[src/rtl/adc_spi_pkg.sv]
// Shared types and constants for the ADC serial-link initiator.
// Holds the FSM encoding, frame geometry and the address-bit lookup.
package adc_spi_pkg;

  typedef enum logic [1:0] {
    ST_IDLE  = 2'd0,
    ST_SETUP = 2'd1,
    ST_SHIFT = 2'd2,
    ST_GAP   = 2'd3
  } state_t;

  localparam int FRAME_BITS     = 16;
  localparam int ADDR_W         = 3;
  localparam int ADDR_FIRST_BIT = 2;
  localparam int BIT_W          = $clog2(FRAME_BITS);

  // Value of din for bit slot bit_idx: address MSB first, zero elsewhere.
  function automatic logic addr_bit(input logic [BIT_W-1:0] bit_idx,
                                    input logic [ADDR_W-1:0] addr);
    logic r;
    r = 1'b0;
    for (int i = 0; i < ADDR_W; i++) begin
      if (int'(bit_idx) == ADDR_FIRST_BIT + i) r = addr[ADDR_W-1-i];
    end
    return r;
  endfunction

endpackage

[src/rtl/adc_spi_if.sv]
// Control/status and serial-pin bundle between the ADC initiator and its user.
interface adc_spi_if #(
  parameter int NUM_CH = 8
);
  import adc_spi_pkg::*;

  logic                enable;
  logic [NUM_CH-1:0]   chan_mask;
  logic                cs_adc;
  logic                sclk_adc;
  logic                din_adc;
  logic                busy;
  logic                frame_done;
  logic [ADDR_W-1:0]   frame_chan;

  modport master (
    input  enable, chan_mask,
    output cs_adc, sclk_adc, din_adc, busy, frame_done, frame_chan
  );

  modport slave (
    output enable, chan_mask,
    input  cs_adc, sclk_adc, din_adc, busy, frame_done, frame_chan
  );

endinterface

[src/rtl/adc_chan_seq.sv]
// Round-robin channel picker: on load, registers the next enabled channel
// after prev_addr (or the lowest enabled channel when starting from idle).
module adc_chan_seq
  import adc_spi_pkg::*;
#(
  parameter int NUM_CH = 8
) (
  input  logic              clk,
  input  logic              rst,
  input  logic              load,
  input  logic              from_idle,
  input  logic [NUM_CH-1:0] mask,
  input  logic [ADDR_W-1:0] prev_addr,
  output logic [ADDR_W-1:0] cur_addr
);

  logic [ADDR_W-1:0] start;
  logic [ADDR_W-1:0] idx;
  logic [ADDR_W-1:0] pick;
  logic              found;

  always_comb begin
    start = from_idle ? '0 : prev_addr + 1'b1;
    pick  = cur_addr;
    found = 1'b0;
    idx   = '0;
    for (int i = 0; i < NUM_CH; i++) begin
      idx = ADDR_W'((int'(start) + i) % NUM_CH);
      if (!found && mask[idx]) begin
        pick  = idx;
        found = 1'b1;
      end
    end
  end

  always_ff @(posedge clk) begin
    if (rst)       cur_addr <= '0;
    else if (load) cur_addr <= pick;
  end

endmodule

[src/rtl/adc_spi_master.sv]
// ADC serial-link initiator: back-to-back 16-clock frames carrying a 3-bit
// channel address, with round-robin sequencing and per-frame channel report.
module adc_spi_master
  import adc_spi_pkg::*;
#(
  parameter int SCLK_DIV = 4,
  parameter int CS_GAP   = 8,
  parameter int NUM_CH   = 8
) (
  input  logic      clk,
  input  logic      rst,
  adc_spi_if.master bus
);

  localparam int CNT_MAX = (SCLK_DIV > CS_GAP) ? SCLK_DIV : CS_GAP;
  localparam int CNT_W   = $clog2(CNT_MAX) + 1;
  localparam logic [CNT_W-1:0] HALF_LAST = CNT_W'(SCLK_DIV - 1);
  localparam logic [CNT_W-1:0] GAP_LAST  = CNT_W'(CS_GAP - 1);
  localparam logic [BIT_W-1:0] BIT_LAST  = BIT_W'(FRAME_BITS - 1);

  state_t            state, state_nxt;
  logic [CNT_W-1:0]  cnt, cnt_nxt;
  logic              phase, phase_nxt;   // 0: SCLK low half, 1: high half
  logic [BIT_W-1:0]  bit_cnt, bit_nxt;
  logic [ADDR_W-1:0] prev_addr, cur_addr;
  logic              load, from_idle, frame_end, run_ok, active_nxt;

  adc_chan_seq #(.NUM_CH(NUM_CH)) u_seq (
    .clk       (clk),
    .rst       (rst),
    .load      (load),
    .from_idle (from_idle),
    .mask      (bus.chan_mask),
    .prev_addr (prev_addr),
    .cur_addr  (cur_addr)
  );

  always_comb begin
    state_nxt = state;
    cnt_nxt   = cnt + 1'b1;
    phase_nxt = phase;
    bit_nxt   = bit_cnt;
    load      = 1'b0;
    from_idle = 1'b0;
    frame_end = 1'b0;
    run_ok    = bus.enable && (|bus.chan_mask);
    unique case (state)
      ST_IDLE: begin
        cnt_nxt = '0;
        if (run_ok) begin
          state_nxt = ST_SETUP;
          load      = 1'b1;
          from_idle = 1'b1;
        end
      end
      ST_SETUP: begin
        if (cnt == HALF_LAST) begin
          state_nxt = ST_SHIFT;
          cnt_nxt   = '0;
          phase_nxt = 1'b0;
          bit_nxt   = '0;
        end
      end
      ST_SHIFT: begin
        if (cnt == HALF_LAST) begin
          cnt_nxt = '0;
          if (!phase) begin
            phase_nxt = 1'b1;
          end else if (bit_cnt == BIT_LAST) begin
            state_nxt = ST_GAP;
            frame_end = 1'b1;
          end else begin
            phase_nxt = 1'b0;
            bit_nxt   = bit_cnt + 1'b1;
          end
        end
      end
      ST_GAP: begin
        if (cnt == GAP_LAST) begin
          cnt_nxt = '0;
          if (run_ok) begin
            state_nxt = ST_SETUP;
            load      = 1'b1;
          end else begin
            state_nxt = ST_IDLE;
          end
        end
      end
      default: state_nxt = ST_IDLE;
    endcase
    active_nxt = (state_nxt == ST_SETUP) || (state_nxt == ST_SHIFT);
  end

  // Pin outputs are registered from next-state values so they change
  // together with the state and never glitch.
  always_ff @(posedge clk) begin
    if (rst) begin
      state          <= ST_IDLE;
      cnt            <= '0;
      phase          <= 1'b0;
      bit_cnt        <= '0;
      prev_addr      <= '0;
      bus.cs_adc     <= 1'b1;
      bus.sclk_adc   <= 1'b1;
      bus.din_adc    <= 1'b0;
      bus.busy       <= 1'b0;
      bus.frame_done <= 1'b0;
      bus.frame_chan <= '0;
    end else begin
      state          <= state_nxt;
      cnt            <= cnt_nxt;
      phase          <= phase_nxt;
      bit_cnt        <= bit_nxt;
      bus.cs_adc     <= !active_nxt;
      bus.busy       <= active_nxt;
      bus.sclk_adc   <= !((state_nxt == ST_SHIFT) && !phase_nxt);
      bus.din_adc    <= (state_nxt == ST_SHIFT) ? addr_bit(bit_nxt, cur_addr) : 1'b0;
      bus.frame_done <= frame_end;
      if (frame_end) begin
        bus.frame_chan <= prev_addr;
        prev_addr      <= cur_addr;
      end
    end
  end

endmodule

[src/flat_wrapper.sv]
// flat-port wrapper written by rule: the top's interface ports become plain ports
module adc_spi_master_flat import adc_spi_pkg::*;
#(
  parameter int SCLK_DIV = 4,
  parameter int CS_GAP   = 8,
  parameter int NUM_CH   = 8
)
  (clk, rst, bus_enable, bus_chan_mask, bus_cs_adc, bus_sclk_adc, bus_din_adc, bus_busy, bus_frame_done, bus_frame_chan);
  adc_spi_if #(.NUM_CH(NUM_CH)) bus_i ();
  input  logic clk;
  input  logic rst;
  input wire logic [$bits(bus_i.enable)-1:0] bus_enable;
  input wire logic [$bits(bus_i.chan_mask)-1:0] bus_chan_mask;
  output wire logic [$bits(bus_i.cs_adc)-1:0] bus_cs_adc;
  output wire logic [$bits(bus_i.sclk_adc)-1:0] bus_sclk_adc;
  output wire logic [$bits(bus_i.din_adc)-1:0] bus_din_adc;
  output wire logic [$bits(bus_i.busy)-1:0] bus_busy;
  output wire logic [$bits(bus_i.frame_done)-1:0] bus_frame_done;
  output wire logic [$bits(bus_i.frame_chan)-1:0] bus_frame_chan;
  assign bus_i.enable = bus_enable;
  assign bus_i.chan_mask = bus_chan_mask;
  assign bus_cs_adc = bus_i.cs_adc;
  assign bus_sclk_adc = bus_i.sclk_adc;
  assign bus_din_adc = bus_i.din_adc;
  assign bus_busy = bus_i.busy;
  assign bus_frame_done = bus_i.frame_done;
  assign bus_frame_chan = bus_i.frame_chan;
  adc_spi_master #(.SCLK_DIV(SCLK_DIV), .CS_GAP(CS_GAP), .NUM_CH(NUM_CH)) u_core (.clk(clk), .rst(rst), .bus(bus_i));
endmodule
[config.mk]
export PLATFORM = sky130hd
export DESIGN_NAME = adc_spi_master_flat
export DESIGN_NICKNAME = d
export VERILOG_FILES = /design/src/rtl/adc_spi_pkg.sv /design/src/rtl/adc_spi_if.sv /design/src/rtl/adc_chan_seq.sv /design/src/rtl/adc_spi_master.sv /design/src/flat_wrapper.sv
export SDC_FILE = /design/constraint.sdc
export NUM_CORES = 1
export LEC_CHECK = 0
export CAP_MARGIN = 5
export CORE_ASPECT_RATIO = 0.8
export CORE_MARGIN = 2
export CORE_UTILIZATION = 40
export DETAILED_ROUTE_END_ITERATION = 6
export PLACE_DENSITY = 0.7
export SETUP_SLACK_MARGIN = 0.1
export SLEW_MARGIN = 30
export SYNTH_ARGS = -nofsm -noshare
export SYNTH_HDL_FRONTEND = slang
export SYNTH_SLANG_ARGS = --single-unit
[constraint.sdc]
create_clock -name clk -period 8.1 [get_ports clk]
set_clock_uncertainty 0.15 [all_clocks]
set_input_delay 0.81 -clock clk [delete_from_list [all_inputs] [get_ports clk]]
set_output_delay 0.81 -clock clk [all_outputs]
set_load 0.05 [all_outputs]
==> results.md <==
- Measured against its own limit, the worst slew margin works out to 0.497.
- In this run the static leakage power is roughly 0.94 nW.
- The total congestion overflow after global routing is 0.
- The number of buffers and inverters on the critical path is 2.
- Of the synthesized area, sequential elements account for 0.216.
- The total power consumption of the routed design is about 0.49 mW.
- In this run the worst hold path is classified as reg2reg.
- Detailed placement ended at an HPWL of 4.29 mm.
- The commonest cells after synthesis are 31 x nand2_1, 27 x nor2_1, 25 x dfxtp_1, 16 x o21ai_0, 12 x inv_1.
- The clock-pin slew of the registers on the worst-case setup and hold paths is about 0.09 ns.
- The cell-internal power is about 0.27 mW.
- In this run the remaining antenna-violating nets after routing total 0.
- Relative to the synthesized area, the layout overhead comes to 11.0%.
- The TritonCTS clock tree is built.
- The hold-fix buffer count after cts is 0.
- Setup repair after global routing left no endpoint under its margin.
- The analysis attributes to net switching a power of 0.217 mW.
- The cell count after synthesis came out at 287.
- In this run the most critical hold path is launched from u_core.cnt[0]$_SDFF_PP0_.
- The flow ran to the end, and the final reports show no timing, DRC or antenna violations.
- The count of synthesis-stage warnings from yosys is 0.
- Counting flops with a built-in enable in the synthesized netlist gives 0.
- The kind of cell with the highest combined delay on the critical path is compound AO/OA/AOI/OAI gates.
- The synthesis-stage register bit count is 25.
- The post-synthesis cell area is ~2300 sq um.
- Data arrives at the worst endpoint at 4.95 ns.
- The clock sink total is 25.
- The pin count of the biggest net entering global routing is 28.
- The number of global-route vias before repair is 1895.
- The slowest stage of the critical path belongs to the cell clkdlybuf4s50_1.
- The maximum cell stage delay along the critical path is about 0.57 ns.
- The die covers around 6400 sq um.
- The net count of the finished layout is 319.
- Clock tree synthesis inserted a total of 3 buffers.
- The count of final setup violators is 0.
- After detailed routing, the number of remaining DRC violations is 0.
- VDD sags by at most roughly 80 uV.
- The part of the power in the clock network is 0.153.
- In this run the worst setup path begins at bus_chan_mask[0].
- Dividing the detail-routed wire length by the instance count gives 14.7 um.
- The root buffer selected by CTS is clkbuf_8.
- Setup total negative slack on the finished layout was measured at 0 ns.
- Subtracting the final worst setup slack from the clock period gives ~5 ns.
- CTS built an H-tree with a depth of 1.
- The port buffer count is 18.
- In the routed layout, each cell is associated on average with a via count of 5.93.
- The die is between 70 and 80 um tall.
- The first-pass GRT wire length is roughly 9.5 mm.
- The first-pass iteration count of the detailed router is 5.
- Based on the critical path, the design can be clocked at up to 203 MHz.
- The placer's final routability congestion estimate is 0.915.
- The slew at the pin closest to its max-slew limit is roughly 0.75 ns.
- The total wire length after detailed routing is 5.52 mm.
- The net switching share of the total power is 0.447.
- Yosys mapped the design onto 77 distinct sky130hd cell types.
- The top-area cell type share of the netlist area is 0.216.
- The biggest area contributor in the post-synthesis netlist is dfxtp_1.
- The share of flip-flops with an asynchronous set or reset is 0.
- The share of cells above drive strength 1 is 0.118.
- The average cell area after synthesis is 8.09 sq um.
- The worst setup path is captured at a flop.
- The maximum fanout along the worst path is 13.
- The layout has 560 filler cells.
- The number of max-slew violations in the final report was 0.
- The tool flagged a number of max-cap violations equal to 0.
- The global routing usage summed across all routing layers is 0.184.
- The total of cells resized after clock tree synthesis is 0.
- The count of buffers added by post-CTS timing repair for setup is 0.
- The number of hold violations in the final report is 0.
- nand2_1 is the most common cell in the netlist.
- Of the total power, combinational logic draws 0.547.
- Measured along the x axis, the die boundary spans 89.2 um.
- The placeable core region is 5530 sq um.
- The first routing iteration left 186 violations.
- The number of buffers between clock root and the deepest sink is 2.
- The power per standard cell area is between 150 and 200 nW/um^2.
- The required time reported for the critical path endpoint is 8.12 ns.
- The critical path goes through clkdlybuf4s50_1 > nor4_4 > a21o_1 > and2_0 > inv_1 > ha_1 > and3_1 > a221oi_2 > and3b_1 > a31oi_2 > o21ai_0 > a221oi_1 > nor4_1 > a221o_1.
- In this run the core area contains 24 standard-cell rows.
- The initial standard-cell utilization of the core is 0.420.
- In this run the critical register-to-register path is launched from u_core.state[0]$_SDFF_PP0_.
- For the worst-skew pair, the clock arrives at the later sink with an insertion delay of 0.27 ns.
- The routed via count is 2224.
- The primary flip-flop cell chosen by synthesis mapping is dfxtp_1.
- The proportion of power drawn by flip-flops and latches is 0.300.
- During I/O placement, the number of pins put on the boundary was 19.
- In the finished design, the share of the clock period the worst path needs comes to 0.609.
- The startpoint type of the worst setup path is an input pin.
- The number of antenna diodes in the final layout is 0.
- Ranked by total cell area, the synthesized netlist is headed by dfxtp_1 22%, ha_1 5.4%, nand2_1 5.0%.
- The initial antenna violation count is 0.
- The net count after synthesis is ~310.
- The category of the critical setup timing path is in2reg.
-- power by group through the flow --
stage,registers [mW],clock network [mW],logic [mW]
3_3_place_gp,0.148,0,0.260
4_1_cts,0.146,0.0778,0.262
5_1_grt,0.147,0.0822,0.296
6_report,0.146,0.0745,0.266
2_1_floorplan,0.163,0,0.186
3_5_place_dp,0.148,0,0.261
-- through the flow --
| step | setup WS, ns | utilization | hold slack (ns) | std cells | instance area, sq um |
|---|---|---|---|---|---|
| floorplan | 3.99 | - | 0.267 | 287 | 2320 |
| global placement | 3.08 | 0.458 | 0.290 | 371 | 2530 |
| detailed placement | 2.99 | 0.458 | 0.293 | 371 | 2530 |
| CTS | 3.29 | 0.466 | 0.306 | 375 | 2580 |
| global route | 2.74 | 0.466 | 0.338 | 375 | 2580 |
| finish | 3.17 | 0.466 | 0.303 | 375 | 2580 |
-- metal layers --
layer  wire length, um  GRT usage
met1              2740      0.299
met2              2260      0.249
met3               390     0.0216
met4               125     0.0531
met5                 0          0
-- placed cells by master, fill, tap and decap left out, types with 6 or more instances in the layout --
cell type,instances
ha_1,10
o21ai_0,16
mux2i_1,9
a21oi_1,10
dfxtp_1,25
and3_1,6
and2_1,6
inv_1,12
a31oi_1,6
nand3_1,8
nor3_1,6
clkdlybuf4s50_1,18
nand2_1,31
nor2_1,27
nor2b_1,9
a211oi_1,8
-- final timing paths --
check	to	cells past startpoint	slack [ns]
worst min register to register	u_core.cnt[0]$_SDFF_PP0_	1	0.30
worst min-delay path	u_core.cnt[0]$_SDFF_PP0_	1	0.30
worst max register to register	u_core.u_seq.cur_addr[0]$_SDFFE_PP0P_	15	3.76
worst max-delay path	u_core.u_seq.cur_addr[0]$_SDFFE_PP0P_	14	3.17
-- cell type report --
cell class              instances  area, sq um  share of cell area
clock inverters                 1         5.00             0.00194
inverters                      12         45.0              0.0175
multi-input cells             237         1700               0.660
well taps                      78         97.6              0.0379
clock buffers                   3         41.3              0.0160
repair buffers                 19          188              0.0729
flip-flops and latches         25          500               0.194
-- cells by family (layout without fill, tap and decap cells) --
family / after synthesis / in the layout / synth area share
simple gates: 123 / 123 / 0.290
compound gates: 83 / 83 / 0.273
flops: 25 / 25 / 0.216
buf+inv: 25 / 35 / 0.0523
mux: 16 / 16 / 0.0873
fa+ha+maj: 10 / 10 / 0.0539
xor+xnor: 5 / 5 / 0.0286
-- flip-flops by register name, summed over array words and instances, names as in the netlist --
signal                 flops
u_core.cnt                 4
u_core.bus.frame_done      1
u_core.u_seq.cur_addr      3
u_core.bus.frame_chan      3
u_core.state               2
u_core.bus.din_adc         1
u_core.bus.sclk_adc        1
u_core.bus.cs_adc          1
u_core.bit_cnt             4
u_core.phase               1
u_core.prev_addr           3
u_core.bus.busy            1
No activity file was read; power rests on OpenSTA's default activity.
